$ cat config.mk
export PLATFORM = sky130hd
export DESIGN_NAME = tick_prescaler
export DESIGN_NICKNAME = d
export VERILOG_FILES = /design/src/rtl/tick_prescaler.sv
export SDC_FILE = /design/constraint.sdc
export NUM_CORES = 1
export LEC_CHECK = 0
export ABC_AREA = 0
export CORE_ASPECT_RATIO = 2
export CORE_MARGIN = 2
export CORE_UTILIZATION = 40
export DETAILED_ROUTE_END_ITERATION = 8
export PLACE_DENSITY = 0.69
export SLEW_MARGIN = 40
export SYNTH_ARGS = -nofsm -noshare
export SYNTH_HDL_FRONTEND = slang
export SYNTH_SLANG_ARGS = --single-unit
$ cat constraint.sdc
create_clock -name clk -period 4.5 [get_ports clk]
set_input_delay 0.9 -clock clk [delete_from_list [all_inputs] [get_ports clk]]
set_output_delay 0.9 -clock clk [all_outputs]
set_load 0.05 [all_outputs]
$ cat src/rtl/tick_prescaler.sv
// Programmable prescaler: emits a one-cycle tick every div_cur enabled cycles plus a 50%-duty clk_div.
// Single-cycle registered outputs; new divisors wait in a pending register until the next period boundary.
module tick_prescaler #(
   parameter int WIDTH       = 16,
   parameter int DEFAULT_DIV = 50000,
   parameter int MIN_DIV     = 2
) (
   input  logic             clk,
   input  logic             reset,
   input  logic             enable,
   input  logic             div_load,
   input  logic [WIDTH-1:0] div_value,
   output logic             tick,
   output logic             div_ack,
   output logic             clk_div,
   output logic [WIDTH-1:0] cnt,
   output logic [WIDTH-1:0] div_cur
);

   localparam logic [WIDTH-1:0] DEF_V = WIDTH'(DEFAULT_DIV);
   localparam logic [WIDTH-1:0] MIN_V = WIDTH'(MIN_DIV);
   localparam logic [WIDTH-1:0] ONE_V = WIDTH'(1);

   logic             pend;
   logic [WIDTH-1:0] pend_val;
   logic [WIDTH-1:0] load_val;
   logic             wrap;

   assign load_val = (div_value < MIN_V) ? MIN_V : div_value;
   assign wrap     = enable && (cnt == div_cur - ONE_V);

   always_ff @(posedge clk) begin
      if (reset) begin
         cnt      <= '0;
         tick     <= 1'b0;
         div_ack  <= 1'b0;
         clk_div  <= 1'b0;
         div_cur  <= DEF_V;
         pend     <= 1'b0;
         pend_val <= '0;
      end else begin
         tick    <= 1'b0;
         div_ack <= 1'b0;
         if (enable) begin
            if (wrap) begin
               cnt     <= '0;
               tick    <= 1'b1;
               clk_div <= ~clk_div;
               if (pend) begin
                  div_cur <= pend_val;
                  div_ack <= 1'b1;
                  pend    <= 1'b0;
               end
            end else begin
               cnt <= cnt + ONE_V;
            end
         end
         // A load on the wrap edge re-arms pend after the old value has been applied.
         if (div_load) begin
            pend_val <= load_val;
            pend     <= 1'b1;
         end
      end
   end

endmodule

==> results by group, run 1 <==
Setup path
  • Cell family with most CP delay: simple AND/OR/NAND/NOR gates
  • Critical path type: in2reg
  • CP Launch Type: primary input
  • Worst setup EP type: flop
  • Critical Path, Cell by Cell: clkdlybuf4s50_1, o211ai_1, a2111o_1, nor4_1, nand4_1, nor2_4, mux2i_1
  • CP max stage delay: slightly above 0.6 ns
  • Worst EP required: ~4.7 ns
  • WP buf/inv: 1
  • Critical-path top delay cell: clkdlybuf4s50_1
  • WP data arrival: 3.58 ns
  • Crit Path Max Fanout: 11

Final layout
  • Final instance area: about 0.0034 mm^2
  • Layout cells sized above 1: 4.79%
  • Multi-input gate area: about 0.0015 mm^2
  • Non-filler cells, final: between 400 and 500
  • Reg area: approximately 0.0010 mm^2
  • Synth-to-Final Area Change: 29.0%
  • Antenna diode count: 0
  • Fin nets: 376
  • FILL cells: 625

Die
  • Full die area: 0.00729 mm^2
  • Initial core utilization: 41.4%
  • I/O pin count: 55
  • Cell Rows: 41
  • Core ar.: about 0.0064 mm^2
  • DIE WIDTH: 61.4 um
  • Die height: between 100 and 150 um

CTS
  • Post-CTS sizing: 0
  • # clock sinks: 52
  • H-tree levels: 2
  • Setup repair bufs after CTS: 0
  • Total CTS buffers: 5
  • CTS Root Cell: clkbuf_16
  • CTS clk-pin slew, worst paths: 0.07 ns
  • Clock buffer depth: 2
  • Clock latency on the worst-skew pair: 0.30 ns
  • Hold Buf Count CTS: 0
  • CTS tree: yes

Power and ir drop
  • Switching share of power: 21.4%
  • Switching Power: 0.000212 W
  • Pleak: between 1 and 1.5 nW
  • Combinational share of power: 6.1%
  • Clk pwr share: 45.6%
  • Pint: 0.000780 W
  • Total Power: 0.000992 W
  • Pwr dens: 292 mW/mm^2
  • Register share of total power: 48.3%
  • Peak supply drop: 0.294 mV

Timing
  • Unrepaired setup endpoints after global routing: no
  • Final min period: 3.36 ns
  • Achievable frequency: 298 MHz
  • Slew of the pin with the lowest slew margin: roughly 0.72 ns
  • WHS: 0.472 ns
  • Sum of negative setup slack: 0 ns
  • Rel. slew slack: 51.5%
  • Final setup vio count: 0
  • Period utilization: 74.6%
  • Final hold violation count: 0
  • Pins over their slew limit: 0
  • Max Clock Skew: 0.00475 ns

Logic synthesis
  • Largest area contributor in the netlist: dfxtp_1
  • Sequential area share after synthesis: 39.5%
  • Synth top area cells: dfxtp_1 40%, xnor2_1 7.6%, mux2i_1 7.6%
  • Number of synthesized flops with an enable pin: 0
  • Synth unique cells: 43
  • Top-area cell type share of the netlist area: 39.5%
  • Warnings from Yosys: 0
  • Synth async-reset ratio: 0%
  • Post-Syn Nets: 329
  • Syn_area_per_cell: 8.58 um^2
  • Synthesized cell area: about 0.0026 mm^2
  • #FFs+latches synth: 52
  • Syn Inst Count: 307
  • Synth Flop Type: dfxtp_1

GRT
  • Global Route Usage Sum: 19.6%
  • Grt total ovfl: 0
  • Vias in the first global route: 2,255
  • Largest net degree at the start of global routing: 46
  • Initial antenna violation count: 0
  • First-pass GRT wire length: 10.7 mm

Route
  • DRC viols: 0
  • Post-route ant nets: 0
  • Avg Vias per Cell: 5.29
  • Total wire length: 6.65 mm
  • DRT iter0 DRCs: 88
  • Vias: 2,333
  • Drt pass-1 iters: 4
  • Drt wl/cell: 15.1 um

Run status
  • Outcome: complete, no violations

Place
  • Port Buffers: 54
  • Routability cong.: ~0.92
  • Post-DP HPWL: 5.20 mm
  • Placed cell areas: around 0.0032 mm^2
  • Cells after DPL: 433

Hold path
  • Worst hold path class: reg2reg

Run
  • Max-cap violations: 0
==> cell usage after synthesis (all sizes together) (5+ instances only) <==
cell type	number
dfxtp	52
nor2	52
xnor2	23
mux2i	20
a21oi	17
nand3	16
xor2	15
nand2	14
o21ai	14
clkbuf	13
nor4	11
nand4	8
and3	5
inv	5
nor3	5
==> power groups by stage <==
| stage | logic, W | registers (W) | clock network (W) |
|---|---|---|---|
| after floorplan | 0.0000309 | 0.000491 | 0 |
| after CTS | 0.0000607 | 0.000479 | 0.000460 |
| after detailed placement | 0.0000606 | 0.000490 | 0 |
| final | 0.0000600 | 0.000479 | 0.000452 |
| after global routing | 0.0000665 | 0.000480 | 0.000480 |
| after global placement | 0.0000605 | 0.000490 | 0 |
==> final cells by class <==
cell class	count	share of cell area (%)
multi-input cells	234	44.2
flip-flops and latches	52	30.6
repair buffers	56	16.2
clock buffers	6	4.09
well taps	86	3.17
clock inverters	2	1.14
inverters	5	0.552
==> per-layer routing <==
layer	global-route usage, %	wire, um
met1	19.5	2350
met2	34.8	3700
met3	3.28	194
met4	12.2	402
met5	0	0
==> worst reg2reg max path: cells and delay by family (launching register included) <==
kind            cells  cell delay, ns
flops               1            0.52
fa+ha+maj           1            0.26
xor+xnor            1            0.16
compound gates      1            0.36
buf+inv             2            0.29
mux                 1            0.22
simple gates        4            1.42
==> sequential cells by signal (all words and copies together), names as in the netlist <==
name and count:
cnt 16, pend_val 16, div_ack 1, pend 1, tick 1, clk_div 1
div_cur 16
==> logic make-up (layout without fill, tap and decap cells) <==
kind of cell / count (synthesis) / count (layout) / share of synthesized area [%]
simple gates: 128 / 128 / 24.9
flops: 52 / 52 / 39.5
compound gates: 46 / 46 / 11.0
xor+xnor: 38 / 38 / 12.6
buf+inv: 21 / 69 / 3.47
mux: 20 / 20 / 7.60
fa+ha+maj: 2 / 2 / 0.950
==> cell usage in the layout (no fill, tap or decap), types with 3 or more instances in the layout <==
cell type	instances
a211oi_1	3
a21oi_1	17
and3_1	5
and4_1	3
clkbuf_16	5
clkdlybuf4s50_1	53
dfxtp_1	52
inv_1	5
mux2i_1	20
nand2_1	14
nand2b_1	3
nand3_1	16
nand4_1	8
nor2_1	51
nor3_1	5
nor4_1	9
o211ai_1	3
o21ai_1	13
or3_1	3
xnor2_1	23
xor2_1	15
==> final timing paths <==
kind	slack [ns]	depth (start not counted)	endpoint	from
worst max-delay path	1.14	7	div_cur[8]	enable
worst min-delay path	0.47	2	div_cur[0]	pend_val[0]
worst max register to register	1.21	10	div_cur[8]	div_cur[0]
worst min register to register	0.47	2	div_cur[0]	pend_val[0]
==> through the flow <==
| stage | setup slack [ns] | util, % |
|---|---|---|
| 2_1_floorplan | 1.50 | - |
| 3_3_place_gp | 0.963 | 50.7 |
| 3_5_place_dp | 0.841 | 50.6 |
| 4_1_cts | 1.14 | 53.4 |
| 5_1_grt | 0.899 | 53.4 |
| 6_report | 1.14 | 53.4 |
Note: power is estimated with default switching activity, not from simulation.
==> run 2, diff against run 1 <==
Settings changed: PLACE_DENSITY 0.69 to 0.72.
Clock period 4.5 ns to 2.8 ns, I/O delays scaled along.
==> run 2 against run 1 <==
Sequential power grew 60%. Utilization increased by 3.9 points. Global-route usage rose by 1.3 points. Routed wire length up 7.1%. Largest cell class unchanged. Die area stayed put. Final area is 7.2% higher.
==> results by group, run 2 (synthesis results as in run 1) <==
Setup path
  • Critical-path top delay cell: dfxtp_4 (was clkdlybuf4s50_1)
  • Cell family with most CP delay: simple AND/OR/NAND/NOR gates (unchanged)
  • FF-to-FF setup slack: 0.09 ns (was 1.21 ns)
  • Worst setup EP type: flop (unchanged)
  • CP Launch Type: flop (was primary input)
  • R2R depth: 11 (was 10)
  • WP data arrival: 2.94 ns (was 3.58 ns)
  • Critical path depth: 11 (was 7)
  • Crit Path Max Fanout: 6 (was 11)
  • Worst EP required: 3.03 ns (was 4.72 ns)
  • WP buf/inv: 3 (was 1)
  • Critical Path, Cell by Cell: inv_1, ha_2, nor3b_4, buf_6, xor2_1, or3_1, a21oi_2, nand4_1, buf_4, or3_1, a21oi_1 (was clkdlybuf4s50_1, o211ai_1, a2111o_1, nor4_1, nand4_1, nor2_4, mux2i_1)
  • CP max stage delay: 0.37 ns (was 0.61 ns)
  • Critical path type: reg2reg (was in2reg)
  • CP most frequent cell: or3_1

CTS
  • # clock sinks: 52 (unchanged)
  • Clock buffer depth: 2 (unchanged)
  • Clock latency on the worst-skew pair: 0.30 ns (about the same)
  • Total CTS buffers: 5 (unchanged)
  • Hold Buf Count CTS: 0 (unchanged)
  • H-tree levels: 2 (unchanged)
  • CTS clk-pin slew, worst paths: 0.07 ns (about the same)
  • CTS tree: yes (unchanged)
  • CTS Root Cell: clkbuf_16 (unchanged)

GRT
  • Vias in the first global route: 2,432 (was 2,255)
  • Largest net degree at the start of global routing: 31 (was 46)
  • Grt total ovfl: 0 (unchanged)
  • First-pass GRT wire length: 11.4 mm (was 10.7 mm)
  • Global Route Usage Sum: 20.8% (was 19.6%)
  • Initial antenna violation count: 0 (unchanged)

Timing
  • Achievable frequency: 369 MHz
  • Final setup vio count: 0 (unchanged)
  • Pins over their slew limit: 0 (unchanged)
  • Period utilization: 96.9%
  • Rel. slew slack: 60.7% (was 51.5%)
  • WHS: 0.470 ns (was 0.472 ns)
  • Slew of the pin with the lowest slew margin: 0.584 ns (was 0.721 ns)
  • Final hold violation count: 0 (unchanged)
  • Max Clock Skew: 0.00738 ns (was 0.00475 ns)
  • Final min period: 2.71 ns

Die
  • Initial core utilization: 41.4% (unchanged)
  • Die height: 119 um (unchanged)
  • DIE WIDTH: 61.4 um (unchanged)
  • Core ar.: 0.00636 mm^2 (unchanged)
  • Full die area: 0.00729 mm^2 (unchanged)
  • I/O pin count: 55 (unchanged)
  • Cell Rows: 41 (unchanged)

Final layout
  • Antenna diode count: 0 (unchanged)
  • Most common cell after layout, fill and taps aside: clkdlybuf4s50_1 (unchanged)
  • Layout cells sized above 1: 13.1% (was 4.79%)
  • FILL cells: 609 (was 625)
  • Fin nets: 402 (was 376)
  • Final instance area: 0.00364 mm^2 (was 0.00340 mm^2)
  • Final core occ: 57.3% (was 53.4%)
  • Synth-to-Final Area Change: 38.3% (was 29.0%)
  • Most frequent cells in the layout: 54 x clkdlybuf4s50_1, 51 x nor2_1, 50 x dfxtp_1 (was 53 x clkdlybuf4s50_1, 52 x dfxtp_1, 51 x nor2_1)
  • Largest registers: cnt: 16 flops, div_cur: 16 flops, pend_val: 16 flops (unchanged)

Run status
  • Outcome: complete, no violations (unchanged)

Power and ir drop
  • Pleak: 1.31 nW (was 1.17 nW)
  • Pwr dens: 416 mW/mm^2 (was 292 mW/mm^2)
  • Peak supply drop: 0.318 mV (was 0.294 mV)

Place
  • Post-DP HPWL: 5.46 mm (was 5.20 mm)
  • Routability cong.: 0.924 (was 0.918)
  • Placed cell areas: 0.00341 mm^2 (was 0.00322 mm^2)
  • Port Buffers: 54 (unchanged)

Route
  • DRC viols: 0 (unchanged)
  • Drt wl/cell: 15.2 um (was 15.1 um)
  • Avg Vias per Cell: 5.27 (was 5.29)
  • DRT iter0 DRCs: 106 (was 88)
  • Vias: 2,460 (was 2,333)
  • Post-route ant nets: 0 (unchanged)
  • Total wire length: 7.12 mm (was 6.65 mm)
  • Drt pass-1 iters: 4 (unchanged)

Hold path
  • Worst hold path class: reg2reg (unchanged)
  • Worst Hold Depth: 2 (unchanged)

Run
  • Max-cap violations: 0 (unchanged)
-- run 2: per-stage QoR --
step                      power, W  TNS (ns)  setup WS [ns]  cells
final                      0.00152         0         0.0874    467
after detailed placement  0.000893    -0.605         -0.158    455
after CTS                  0.00153         0         0.0368    463
after global routing       0.00157    -0.231        -0.0894    467
after floorplan           0.000839         0         0.0353    307
after global placement    0.000890   -0.0751        -0.0693    455
-- run 2: worst min-delay path, delay by kind of cell, from the launching register on --
kind	cells	cell delay [ns]
simple gates	1	0.06
flops	1	0.31
compound gates	1	0.05
-- run 2: final timing paths --
kind,from,endpoint
setup / recovery,div_cur[0],clk_div
setup reg to reg,div_cur[0],clk_div
hold / removal,pend_val[0],pend_val[0]
hold reg to reg,pend_val[0],pend_val[0]
-- run 2: area by class of cell --
cell class	instances	area [um^2]	share of cell area, %
Sequential cell	52	1050	28.7
Multi-Input combinational cell	234	1540	42.4
Tap cell	86	108	2.95
Clock inverter	2	17.5	0.481
Timing Repair Buffer	82	771	21.2
Inverter	5	18.8	0.515
Clock buffer	6	139	3.81
-- run 2: what timing repair did --
| action | in CTS | in global routing |
|---|---|---|
| gates cloned | 0 | 1 |
| setup buffers | 0 | 3 |
| gates resized for setup | 2 | 8 |
| setup endpoints to repair | 1 | 34 |
| pin swaps | 0 | 3 |
-- run 2: metal layers --
metal,wire length (um),GRT usage (%),up-vias
li1,-,-,1231
met1,2480,21.2,1137
met2,3890,35.3,63
met3,210,3.61,29
met4,539,15.3,0
met5,0,0,-
-- run 2: power by group --
part | total [W] | internal (W) | switching [W] | leakage, nW
clock | 0.000641 | 0.000362 | 0.000279 | 0.0779
sequential | 0.000766 | 0.000755 | 0.0000106 | 0.424
combinational | 0.000110 | 0.0000562 | 0.0000533 | 0.811
total | 0.00152 | 0.00117 | 0.000343 | 1.31
==> run 3, diff against run 2 <==
Settings changed: CTS_CLUSTER_DIAMETER set to 80, HOLD_SLACK_MARGIN set to 0.12.
==> results of run 3 <==
The final DEF is identical to that of run 2; final timing and power are the same.
